## config.mk

```make
export PLATFORM = sky130hd
export DESIGN_NAME = font_fetch_ctrl
export DESIGN_NICKNAME = d
export VERILOG_FILES = /design/src/rtl/gfx_pkg.sv /design/src/rtl/glyph_fifo.sv /design/src/rtl/font_fetch_ctrl.sv
export SDC_FILE = /design/constraint.sdc
export NUM_CORES = 1
export LEC_CHECK = 0
export ABC_AREA = 1
export BUFFER_PORTS_ARGS = -buffer_cell sky130_fd_sc_hd__buf_2
export CORE_ASPECT_RATIO = 0.6
export CORE_MARGIN = 2
export CORE_UTILIZATION = 54
export DETAILED_ROUTE_END_ITERATION = 10
export PLACE_DENSITY = 0.81
export RECOVER_POWER = 50
export SLEW_MARGIN = 20
export SYNTH_ARGS = -nofsm -noshare
export SYNTH_HDL_FRONTEND = slang
export SYNTH_SLANG_ARGS = --single-unit
```

## constraint.sdc

```tcl
create_clock -name clk -period 2.4 [get_ports clk]
set_input_delay 0.12 -clock clk [delete_from_list [all_inputs] [get_ports clk]]
set_output_delay 0.12 -clock clk [all_outputs]
set_load 0.02 [all_outputs]
```

## src/rtl/gfx_pkg.sv

```systemverilog
// rtl/gfx_pkg.sv - shared glyph/font constants and fetch FSM state type
package gfx_pkg;
  localparam int GLYPH_W     = 8;
  localparam int FONT_ROWS   = 16;
  localparam int FONT_ADDR_W = 12;
  localparam int TXT_ADDR_W  = 11;

  typedef enum logic [1:0] {IDLE, FETCH, DRAIN} fetch_state_t;
endpackage

```

## src/rtl/glyph_fifo.sv

```systemverilog
// rtl/glyph_fifo.sv - small first-word-fall-through buffer of glyph bytes with occupancy count
module glyph_fifo
  import gfx_pkg::*;
#(
  parameter int DEPTH = 2
)(
  input  logic               clk,
  input  logic               rst,
  input  logic               wr_en,
  input  logic [GLYPH_W-1:0] wr_data,
  input  logic               rd_en,
  output logic [GLYPH_W-1:0] rd_data,
  output logic [2:0]         count
);
  localparam int              PTR_W = (DEPTH > 2) ? 2 : 1;
  localparam logic [PTR_W-1:0] LAST = PTR_W'(DEPTH - 1);

  logic [GLYPH_W-1:0] mem [DEPTH];
  logic [PTR_W-1:0]   wr_ptr, rd_ptr;
  logic               do_wr, do_rd;

  assign do_rd   = rd_en && (count != 3'd0);
  assign do_wr   = wr_en && (count != 3'(DEPTH));
  assign rd_data = mem[rd_ptr];

  always_ff @(posedge clk) begin
    if (do_wr) mem[wr_ptr] <= wr_data;
  end

  always_ff @(posedge clk) begin
    if (rst) begin
      wr_ptr <= '0;
      rd_ptr <= '0;
      count  <= '0;
    end else begin
      if (do_wr) wr_ptr <= (wr_ptr == LAST) ? '0 : wr_ptr + PTR_W'(1);
      if (do_rd) rd_ptr <= (rd_ptr == LAST) ? '0 : rd_ptr + PTR_W'(1);
      count <= count + {2'b00, do_wr} - {2'b00, do_rd};
    end
  end
endmodule

```

## src/rtl/font_fetch_ctrl.sv

```systemverilog
// rtl/font_fetch_ctrl.sv - fetches one text line of glyph rows and streams pixels MSB first
// Build option FONT_FETCH_CURSOR_EN inverts the glyph bytes of the cursor cell.
module font_fetch_ctrl
  import gfx_pkg::*;
#(
  parameter int COLS       = 80,
  parameter int FIFO_DEPTH = 2
)(
  input  logic                          clk,
  input  logic                          rst,
  input  logic                          line_start,
  input  logic [TXT_ADDR_W-1:0]         base_addr,
  input  logic [$clog2(FONT_ROWS)-1:0]  cell_row,
  output logic                          txt_rd,
  output logic [TXT_ADDR_W-1:0]         txt_addr,
  input  logic [GLYPH_W-1:0]            txt_data,
  output logic                          rom_enable,
  output logic                          rom_next,
  output logic [FONT_ADDR_W-1:0]        rom_next_addr,
  input  logic [GLYPH_W-1:0]            rom_data,
  output logic                          pix_out,
  output logic                          pix_valid,
  input  logic                          pix_ready,
  output logic                          busy,
  output logic                          line_done,
  input  logic [6:0]                    cursor_col,
  input  logic                          cursor_on
);
  localparam int         ROW_W    = $clog2(FONT_ROWS);
  localparam logic [6:0] LAST_COL = 7'(COLS - 1);

  fetch_state_t          state, state_nxt;
  logic [TXT_ADDR_W-1:0] base_q;
  logic [ROW_W-1:0]      row_q;
  logic [6:0]            col;
  logic                  rd_d1, rd_d2, rd_d3;
  logic [1:0]            in_flight;
  logic [2:0]            fifo_count;
  logic [GLYPH_W-1:0]    fifo_dout, wr_byte, sh_data;
  logic [3:0]            sh_cnt;
  logic                  hs, load, last_hs, credit_ok, line_done_q;

  // rd_d1..rd_d3 track each text read until its ROM byte lands in the FIFO
  assign in_flight = 2'(rd_d1) + 2'(rd_d2) + 2'(rd_d3);
  assign credit_ok = (4'(fifo_count) + 4'(in_flight)) < 4'(FIFO_DEPTH);

  assign pix_valid = (sh_cnt != 4'd0);
  assign pix_out   = pix_valid && sh_data[GLYPH_W-1];
  assign hs        = pix_valid && pix_ready;
  assign load      = (fifo_count != 3'd0) && ((sh_cnt == 4'd0) || (sh_cnt == 4'd1 && hs));
  assign last_hs   = hs && (sh_cnt == 4'd1) && (fifo_count == 3'd0) && (in_flight == 2'd0);

  assign busy          = (state != IDLE);
  assign rom_next      = busy;
  assign rom_enable    = rd_d1;
  assign rom_next_addr = rd_d1 ? {txt_data, row_q} : '0;
  assign txt_addr      = txt_rd ? base_q + TXT_ADDR_W'(col) : '0;
  assign line_done     = line_done_q;

  always_comb begin
    state_nxt = state;
    txt_rd    = 1'b0;
    case (state)
      IDLE:  if (line_start) state_nxt = FETCH;
      FETCH: begin
        txt_rd = credit_ok;
        if (credit_ok && col == LAST_COL) state_nxt = DRAIN;
      end
      DRAIN: if (last_hs) state_nxt = IDLE;
      default: state_nxt = IDLE;
    endcase
  end

  always_ff @(posedge clk) begin
    if (rst) begin
      state       <= IDLE;
      base_q      <= '0;
      row_q       <= '0;
      col         <= '0;
      rd_d1       <= 1'b0;
      rd_d2       <= 1'b0;
      rd_d3       <= 1'b0;
      line_done_q <= 1'b0;
    end else begin
      state       <= state_nxt;
      rd_d1       <= txt_rd;
      rd_d2       <= rd_d1;
      rd_d3       <= rd_d2;
      line_done_q <= (state == DRAIN) && last_hs;
      if (state == IDLE && line_start) begin
        base_q <= base_addr;
        row_q  <= cell_row;
        col    <= '0;
      end else if (txt_rd) begin
        col <= col + 7'd1;
      end
    end
  end

  // Reload on the 8th handshake keeps the stream gapless across glyph bytes
  always_ff @(posedge clk) begin
    if (rst) begin
      sh_data <= '0;
      sh_cnt  <= '0;
    end else if (load) begin
      sh_data <= fifo_dout;
      sh_cnt  <= 4'(GLYPH_W);
    end else if (hs) begin
      sh_data <= {sh_data[GLYPH_W-2:0], 1'b0};
      sh_cnt  <= sh_cnt - 4'd1;
    end
  end

`ifdef FONT_FETCH_CURSOR_EN
  logic [6:0] cur_col_q, col_d1, col_d2, col_d3;
  logic       cur_on_q;

  always_ff @(posedge clk) begin
    if (rst) begin
      cur_col_q <= '0;
      cur_on_q  <= 1'b0;
      col_d1    <= '0;
      col_d2    <= '0;
      col_d3    <= '0;
    end else begin
      col_d1 <= col;
      col_d2 <= col_d1;
      col_d3 <= col_d2;
      if (state == IDLE && line_start) begin
        cur_col_q <= cursor_col;
        cur_on_q  <= cursor_on;
      end
    end
  end

  assign wr_byte = (cur_on_q && col_d3 == cur_col_q) ? ~rom_data : rom_data;
`else
  logic unused_cursor;
  assign unused_cursor = ^{cursor_col, cursor_on};
  assign wr_byte       = rom_data;
`endif

  glyph_fifo #(.DEPTH(FIFO_DEPTH)) u_fifo (
    .clk     (clk),
    .rst     (rst),
    .wr_en   (rd_d3),
    .wr_data (wr_byte),
    .rd_en   (load),
    .rd_data (fifo_dout),
    .count   (fifo_count)
  );
endmodule

```

== Word level (Yosys, flattened, before mapping) ==
Memory sizes are Yosys's and may differ from the RTL's. A register that Yosys moved wholly into a read port is not among the register bits.
Index checks and enable logic that the tools add are counted.

* Flip-flop bits (word level): 45
* Memory bits (writable): 16
* Output and inout bits: 30
* Memories: 1

* Add/sub/neg operators: 10
* Magnitude comparators: 1
* Eq/ne operators: 8
* Mux-type cells: 17
* Reduce and logical (&&, ||, !) cells: 23

{| class="wikitable"
|+ Memory list
! memory !! depth !! width !! rd ports !! clocked after memory_dff !! write ports !! RTL line !! RTL
|-
| u_fifo.mem || 2 || 8 || 1 || 1 || 1 || glyph_fifo.sv:18 || <nowiki>logic [GLYPH_W-1:0] mem [DEPTH];</nowiki>
|}

{| class="wikitable"
|+ Operator list
! kind !! number
|-
| two-way mux 8 bit || 2
|-
| two-way mux 12 bit || 1
|-
| adder 11 x 7 -> 11 bit || 1
|-
| logical AND 1 bit || 11
|-
| two-way mux 11 bit || 1
|-
| two-way mux 4 bit || 2
|-
| adder 7 x 1 -> 7 bit (second input constant) || 1
|-
| equality test 7 bit (second input constant) || 1
|-
| two-way mux 1 bit || 7
|-
| two-way mux 2 bit || 3
|-
| != test 2 bit (second input constant) || 3
|-
| one-hot mux 2 bit (3 select lines) || 1
|-
| adder 3 x 2 -> 4 bit || 1
|-
| equality test 4 x 1 -> 1 bit (second input constant) || 1
|-
| zero test 2 bit || 2
|-
| zero test 4 bit || 1
|-
| less-than comparator 4 x 2 -> 1 bit (second input constant) || 1
|-
| nonzero test 2 bit || 2
|-
| nonzero test 4 bit || 1
|-
| OR reduction 2 bit || 2
|-
| subtractor 4 x 1 -> 4 bit (second input constant) || 1
|-
| adder 3 x 1 -> 3 bit || 1
|-
| zero test 3 bit || 1
|-
| != test 3 x 2 -> 1 bit (second input constant) || 1
|-
| other kinds (9) || 10
|}

== Logic depth before layout (Yosys ltp) ==
* Depth after elaboration: 8
* Gate-level depth with buffers: 13

== Hierarchy ==
A second synthesis with hierarchy kept.

* Cells, all modules: 415
* Area total of the unflattened synthesis: 3271.9 sq um

{| class="wikitable"
|+ By module, submodules not included
! module !! times used !! cells each !! area each (sq um)
|-
| font_fetch_ctrl || 1 || 350 || 2351.0
|-
| glyph_fifo || 1 || 65 || 920.9
|}

== Worst setup path before layout ==
Ideal clock, no wire load.

* Path type: reg-to-output
* Start point: reg rd_d1, in the netlist rom_enable
* End point: out txt_addr[10]
* Arrival: 2.359 ns
* Setup slack: -0.079 ns
* Cell stages (with the launch flop): 10
* Path buffers: 1
* Cell sequence: dfxtp_1 fa_1 nand2_1 fa_1 o21a_2 nand2_2 nor2_4 buf_6 nand2_1 nor2_1

* Cells in the longest elaborated chain, start to end: 6

{| class="wikitable"
|+ RTL lines
! item !! RTL line !! RTL
|-
| from (decl) || font_fetch_ctrl.sv:36 || <nowiki>logic rd_d1, rd_d2, rd_d3;</nowiki>
|-
| from (signal assigned) || font_fetch_ctrl.sv:86 || <nowiki>rd_d1 <= txt_rd;</nowiki>
|-
| adder 1 x 1 -> 2 bit || font_fetch_ctrl.sv:44 || <nowiki>assign in_flight = 2'(rd_d1) + 2'(rd_d2) + 2'(rd_d3);</nowiki>
|-
| adder 2 x 1 -> 2 bit || font_fetch_ctrl.sv:44 ||
|-
| adder 3 x 2 -> 4 bit || font_fetch_ctrl.sv:45 || <nowiki>assign credit_ok = (4'(fifo_count) + 4'(in_flight)) < 4'(FIFO_DEPTH);</nowiki>
|-
| less-than comparator 4 x 2 -> 1 bit || font_fetch_ctrl.sv:45 ||
|-
| two-way mux 1 bit || font_fetch_ctrl.sv:63 || <nowiki>case (state)</nowiki>
|-
| via txt_rd || font_fetch_ctrl.sv:14 || <nowiki>output logic txt_rd,</nowiki>
|-
| two-way mux 11 bit || font_fetch_ctrl.sv:57 || <nowiki>assign txt_addr = txt_rd ? base_q + TXT_ADDR_W'(col) : '0;</nowiki>
|-
| to (decl) || font_fetch_ctrl.sv:15 || <nowiki>output logic [TXT_ADDR_W-1:0] txt_addr,</nowiki>
|}

The timed path passes the listed nets, and every way through them passes these cells.

== Worst setup path in the final report ==
* Start point: reg rd_d3
* End point: out txt_addr[5]

* Cells in the longest elaborated chain, start to end: 5

{| class="wikitable"
|+ RTL lines
! item !! RTL line !! RTL
|-
| from (decl) || font_fetch_ctrl.sv:36 ||
|-
| from (signal assigned) || font_fetch_ctrl.sv:88 || <nowiki>rd_d3 <= rd_d2;</nowiki>
|-
| adder 2 x 1 -> 2 bit || font_fetch_ctrl.sv:44 ||
|-
| adder 3 x 2 -> 4 bit || font_fetch_ctrl.sv:45 ||
|-
| less-than comparator 4 x 2 -> 1 bit || font_fetch_ctrl.sv:45 ||
|-
| two-way mux 1 bit || font_fetch_ctrl.sv:63 ||
|-
| two-way mux 11 bit || font_fetch_ctrl.sv:57 ||
|}

Every way passes these cells.

==> flow_summary.html <==
<table>
<tr><th>Metric</th><th>Value</th></tr>
<tr><th colspan="2">Floorplan</th></tr>
<tr><td>Height of the chip</td><td>63.66 um</td></tr>
<tr><td>Number of top-level pins</td><td>73</td></tr>
<tr><td>Core area</td><td>5649 um^2</td></tr>
<tr><td>Die Outline Area</td><td>6584 um^2</td></tr>
<tr><td>Cell Rows</td><td>21</td></tr>
<tr><td>Initial Util</td><td>56.70%</td></tr>
<tr><td>Die X</td><td>103.4 um</td></tr>
<tr><th colspan="2">Hold path</th></tr>
<tr><td>Classification of the worst-slack hold path</td><td>in -&gt; reg</td></tr>
<tr><td>Worst Hold Depth</td><td>3</td></tr>
<tr><th colspan="2">Worst setup path</th></tr>
<tr><td>CP required</td><td>2.28 ns</td></tr>
<tr><td>Endpoint kind of the worst setup timing path</td><td>output pin</td></tr>
<tr><td>Crit path cell chain</td><td>fa_1, nand2_1, fa_2, nor2_1, nand2_1, nand2_2, nand2_4, nor2_4, o21ai_2, a21oi_2, buf_6</td></tr>
<tr><td>Largest stage delay on the critical path</td><td>0.55 ns</td></tr>
<tr><td>Crit path DAT</td><td>2.67 ns</td></tr>
<tr><td>Launching instance or port of the critical path</td><td>rd_d3</td></tr>
<tr><td>Slowest-stage cell, CP</td><td>sky130_fd_sc_hd__fa_1</td></tr>
<tr><td>End point of the critical path</td><td>txt_addr[5]</td></tr>
<tr><td>Critical path peak fanout</td><td>7</td></tr>
<tr><td>Number of cells traversed by the worst register-to-register path</td><td>12</td></tr>
<tr><td>Category of the critical setup timing path</td><td>reg -&gt; out</td></tr>
<tr><td>Register-to-register path setup slack</td><td>-0.32 ns</td></tr>
<tr><td>CP most frequent cell</td><td>sky130_fd_sc_hd__nand2_1</td></tr>
<tr><td>Worst reg2reg startpoint</td><td>rd_d3</td></tr>
<tr><td>Endpoint of the worst-slack reg-to-reg timing path</td><td>col[3]</td></tr>
<tr><td>Type of element launching the critical path</td><td>flop</td></tr>
<tr><th colspan="2">Global route</th></tr>
<tr><td>Wire length of the first global-routing pass</td><td>13290 um</td></tr>
<tr><td>GRT Util Overall</td><td>26.46%</td></tr>
<tr><td>Maximum number of pins on one net before global-route repair</td><td>27</td></tr>
<tr><td>Initial antenna violation count</td><td>0</td></tr>
<tr><td>Global route overflow</td><td>0</td></tr>
<tr><td>Vias in the first global route</td><td>2966</td></tr>
<tr><th colspan="2">Pwr</th></tr>
<tr><td>Clock network fraction of total power</td><td>29.9%</td></tr>
<tr><td>Largest voltage drop on the vdd net</td><td>0.5235 mV</td></tr>
<tr><td>Switching share of power</td><td>37.07%</td></tr>
<tr><td>Sequential group share of total power</td><td>32.8%</td></tr>
<tr><td>Int Pwr</td><td>2.582 mW</td></tr>
<tr><td>Switching power of the nets</td><td>1.521 mW</td></tr>
<tr><td>Total power per unit cell area</td><td>980.8 nW/um^2</td></tr>
<tr><td>Total Power</td><td>4.102 mW</td></tr>
<tr><td>Static leakage</td><td>1.966 nW</td></tr>
<tr><td>Logic gate share of total power</td><td>37.4%</td></tr>
<tr><th colspan="2">Job</th></tr>
<tr><td>Max cap viols</td><td>0</td></tr>
<tr><th colspan="2">Clocking</th></tr>
<tr><td>Number of clock buffers inserted by TritonCTS</td><td>9</td></tr>
<tr><td># H-tree levels</td><td>3</td></tr>
<tr><td>CTS tree</td><td>done</td></tr>
<tr><td>Clock input transition at the sequential cells of the worst setup and hold paths</td><td>0.07 ns</td></tr>
<tr><td>CTS sink cnt</td><td>62</td></tr>
<tr><td>Library cell used as clock root buffer</td><td>sky130_fd_sc_hd__clkbuf_8</td></tr>
<tr><td>Insertion delay to the later sink of the worst-skew pair</td><td>0.34 ns</td></tr>
<tr><td>Deepest clock path buffer count</td><td>2</td></tr>
<tr><th colspan="2">Route</th></tr>
<tr><td>Total wire length after detailed routing</td><td>8571 um</td></tr>
<tr><td>Via density per instance</td><td>5.348</td></tr>
<tr><td>Number of remaining DRC errors</td><td>0</td></tr>
<tr><td>Total vias in the final route</td><td>3102</td></tr>
<tr><td>Routed length per instance</td><td>14.78 um</td></tr>
<tr><td>TritonRoute pass-1 iters</td><td>5</td></tr>
<tr><td>Number of violations reported at the end of detailed-routing iteration 0</td><td>439</td></tr>
<tr><td>DRT antenna net count</td><td>0</td></tr>
<tr><th colspan="2">STA</th></tr>
<tr><td>Count of endpoints failing hold in the final timing report</td><td>0</td></tr>
<tr><td>Final worst slack</td><td>-0.3911 ns</td></tr>
<tr><td>Layout Skew</td><td>0.005922 ns</td></tr>
<tr><td>Worst max-slew margin expressed relative to the limit</td><td>30.18%</td></tr>
<tr><td>Setup violators final</td><td>19</td></tr>
<tr><td>Minimum clock period after layout</td><td>2.791 ns</td></tr>
<tr><td>Total negative slack for setup checks</td><td>-5.126 ns</td></tr>
<tr><td>Fmax</td><td>358.3 MHz</td></tr>
<tr><td>Hold_ws</td><td>0.008561 ns</td></tr>
<tr><td>Setup repair after global routing missed its margin</td><td>yes</td></tr>
<tr><td>Fin. max-slew vios</td><td>0</td></tr>
<tr><td>Worst Tran Pin Value</td><td>1.043 ns</td></tr>
<tr><td>Portion of the clock cycle consumed by the worst path in the final layout</td><td>116.3%</td></tr>
<tr><th colspan="2">Synth</th></tr>
<tr><td>Top cells by count, synth</td><td>sky130_fd_sc_hd__nand2_1 (89), sky130_fd_sc_hd__nor2_1 (63), sky130_fd_sc_hd__inv_1 (51), sky130_fd_sc_hd__dfxtp_1 (46), sky130_fd_sc_hd__o21ai_0 (21)</td></tr>
<tr><td>Synthesized netlist cell count</td><td>408</td></tr>
<tr><td>Cell type with the largest total area after synthesis</td><td>sky130_fd_sc_hd__dfxtp_1</td></tr>
<tr><td>Synth unique cells</td><td>35</td></tr>
<tr><td>Number of synthesis warnings</td><td>0</td></tr>
<tr><td>Sequential-to-total area share from yosys stat</td><td>43.75%</td></tr>
<tr><td>Post-synthesis net count</td><td>468</td></tr>
<tr><td>Fraction of post-synthesis cell area in the top cell type by area</td><td>28.75%</td></tr>
<tr><td>Async set-reset flop share out of synthesis</td><td>0%</td></tr>
<tr><td>Number of enable flip-flop cells after synthesis</td><td>16</td></tr>
<tr><td>Top post-synthesis cells by area</td><td>sky130_fd_sc_hd__dfxtp_1 (29%), sky130_fd_sc_hd__edfxtp_1 (15%), sky130_fd_sc_hd__nand2_1 (10%), sky130_fd_sc_hd__nor2_1 (7.4%), sky130_fd_sc_hd__inv_1 (6.0%)</td></tr>
<tr><td>Per-instance average area after synthesis</td><td>7.851 um^2</td></tr>
<tr><td>Seq cells post-synth</td><td>62</td></tr>
<tr><td>Top FF cell, synth</td><td>sky130_fd_sc_hd__dfxtp_1</td></tr>
<tr><td>Post-synthesis instance area</td><td>3203 um^2</td></tr>
<tr><td>Most common cell in the netlist</td><td>sky130_fd_sc_hd__nand2_1</td></tr>
<tr><th colspan="2">Final layout</th></tr>
<tr><td>Antenna diode count</td><td>0</td></tr>
<tr><td>Area growth, synth to finish</td><td>30.59%</td></tr>
<tr><td>Total area of multi-input combinational cells</td><td>1610 um^2</td></tr>
<tr><td>Count of placed standard cells in the final layout, fillers left out</td><td>580</td></tr>
<tr><td>Final core utilization</td><td>74.04%</td></tr>
<tr><td>Number of fill cells in the layout</td><td>412</td></tr>
<tr><td>Footprint of the flip-flops and latches</td><td>1405 um^2</td></tr>
<tr><td>Share of post-route cells with drive strength above 1</td><td>23.80%</td></tr>
<tr><td>Number of nets at the end of the flow</td><td>555</td></tr>
<tr><th colspan="2">Placement</th></tr>
<tr><td>Number of placed cells counting well taps</td><td>543</td></tr>
<tr><td>Number of buffer cells added on primary ports</td><td>64</td></tr>
<tr><td>Placed wire-length estimate after detailed placement</td><td>5113 um</td></tr>
<tr><td>Final Wtd Congestion</td><td>0.8231</td></tr>
<tr><th colspan="2">Status</th></tr>
<tr><td>Result of the run</td><td>complete, but fails checks</td></tr>
<tr><td>Violated checks</td><td>negative setup slack</td></tr>
</table>
## cells by family after synthesis
kind of cell	count (synthesis)	synth area share [%]
buf+inv	69	9.453
xor+xnor	8	2.188
mux	1	0.3125
fa+ha+maj	17	7.578
compound gates	59	11.13
flops	62	43.75
simple gates	192	25.59
## power groups by stage
stage                     combinational, mW  sequential (mW)  clock, mW
after floorplan                        1.08             1.31          0
after global placement                 1.25             1.34          0
after detailed placement               1.31             1.35          0
after CTS                              1.46             1.33       1.23
after global routing                   1.69             1.36       1.29
final                                  1.53             1.34       1.23
## cell type report
type | instances | share of cell area (%)
sequential | 62 | 33.59
tap | 80 | 2.393
multi-input combinational | 277 | 38.50
inverter | 56 | 5.025
clock buffer | 9 | 2.961
clock inverter | 7 | 3.470
timing repair buffer | 89 | 14.06
## routing by layer
layer	routed length [um]	GRT usage [%]	part of all wire [%]
met1	3553	33.92	41
met2	3921	42.34	46
met3	779	6.881	9.1
met4	316	10.69	3.7
met5	0	0	0
## worst min path at each step
stage / start / to / slack (ns)
2_1_floorplan: rom_data[0] / u_fifo.mem[0][0] / 0.22
3_3_place_gp: rom_data[3] / u_fifo.mem[1][3] / 0.31
3_5_place_dp: rom_data[3] / u_fifo.mem[0][3] / 0.31
4_1_cts: base_addr[5] / base_q[5] / 0.004
5_1_grt: base_addr[8] / base_q[8] / 0.01
6_report: base_addr[5] / base_q[5] / 0.009
## sequential cells by signal (all words and copies together), names as in the netlist, 2 cells and up, named ones only
register,count
u_fifo.mem,16
sh_data,8
state,2
u_fifo.count,3
row_q,4
sh_cnt,4
col,7
base_q,11
## cells in the final DEF, fill, tap and decap left out, drive strengths merged
| master | instances |
|---|---|
| buf | 55 |
| bufinv | 4 |
| a21oi | 22 |
| edfxtp | 16 |
| inv | 57 |
| dlygate4sd3 | 11 |
| o211a | 7 |
| nor4 | 1 |
| ha | 13 |
| a21boi | 1 |
| o21ai | 26 |
| and2 | 1 |
| o21bai | 1 |
| clkinvlp | 1 |
| clkinv | 1 |
| fa | 4 |
| o31ai | 1 |
| nand4 | 7 |
| o21a | 1 |
| nand3 | 18 |
| nor3 | 1 |
| xnor2 | 3 |
| dfxtp | 46 |
| nand3b | 2 |
| clkbuf | 32 |
| xor2 | 5 |
| mux2i | 1 |
| nand2 | 94 |
| or2 | 1 |
| nor2 | 67 |
## worst max-delay path, delay by kind of cell (launching register included)
kind                     cells  cell delay (ns)
AND/OR/NAND/NOR              6             0.71
adder cells (fa/ha/maj)      2             0.92
buffers and inverters        1             0.13
flip-flops                   1             0.33
AO/OA/AOI/OAI                2             0.23
## metrics by stage
| stage | cell area [um^2] | setup slack (ns) |
|---|---|---|
| 5_1_grt | 4183 | -0.4777 |
| 3_5_place_dp | 3590 | 0.01807 |
| 3_3_place_gp | 3590 | 0.08108 |
| 2_1_floorplan | 3232 | 0.01579 |
| 6_report | 4183 | -0.3911 |
| 4_1_cts | 4160 | -0.3624 |
## timing repair
item / in CTS / in global routing
hold buffers: 11 / 0
hold endpoints to repair: 19 / 0
pin swaps: 12 / 5
buffers inserted: 7 / 3
setup endpoints to repair: 15 / 21
resized for setup: 43 / 20
No activity file was read; power rests on OpenSTA's default activity.
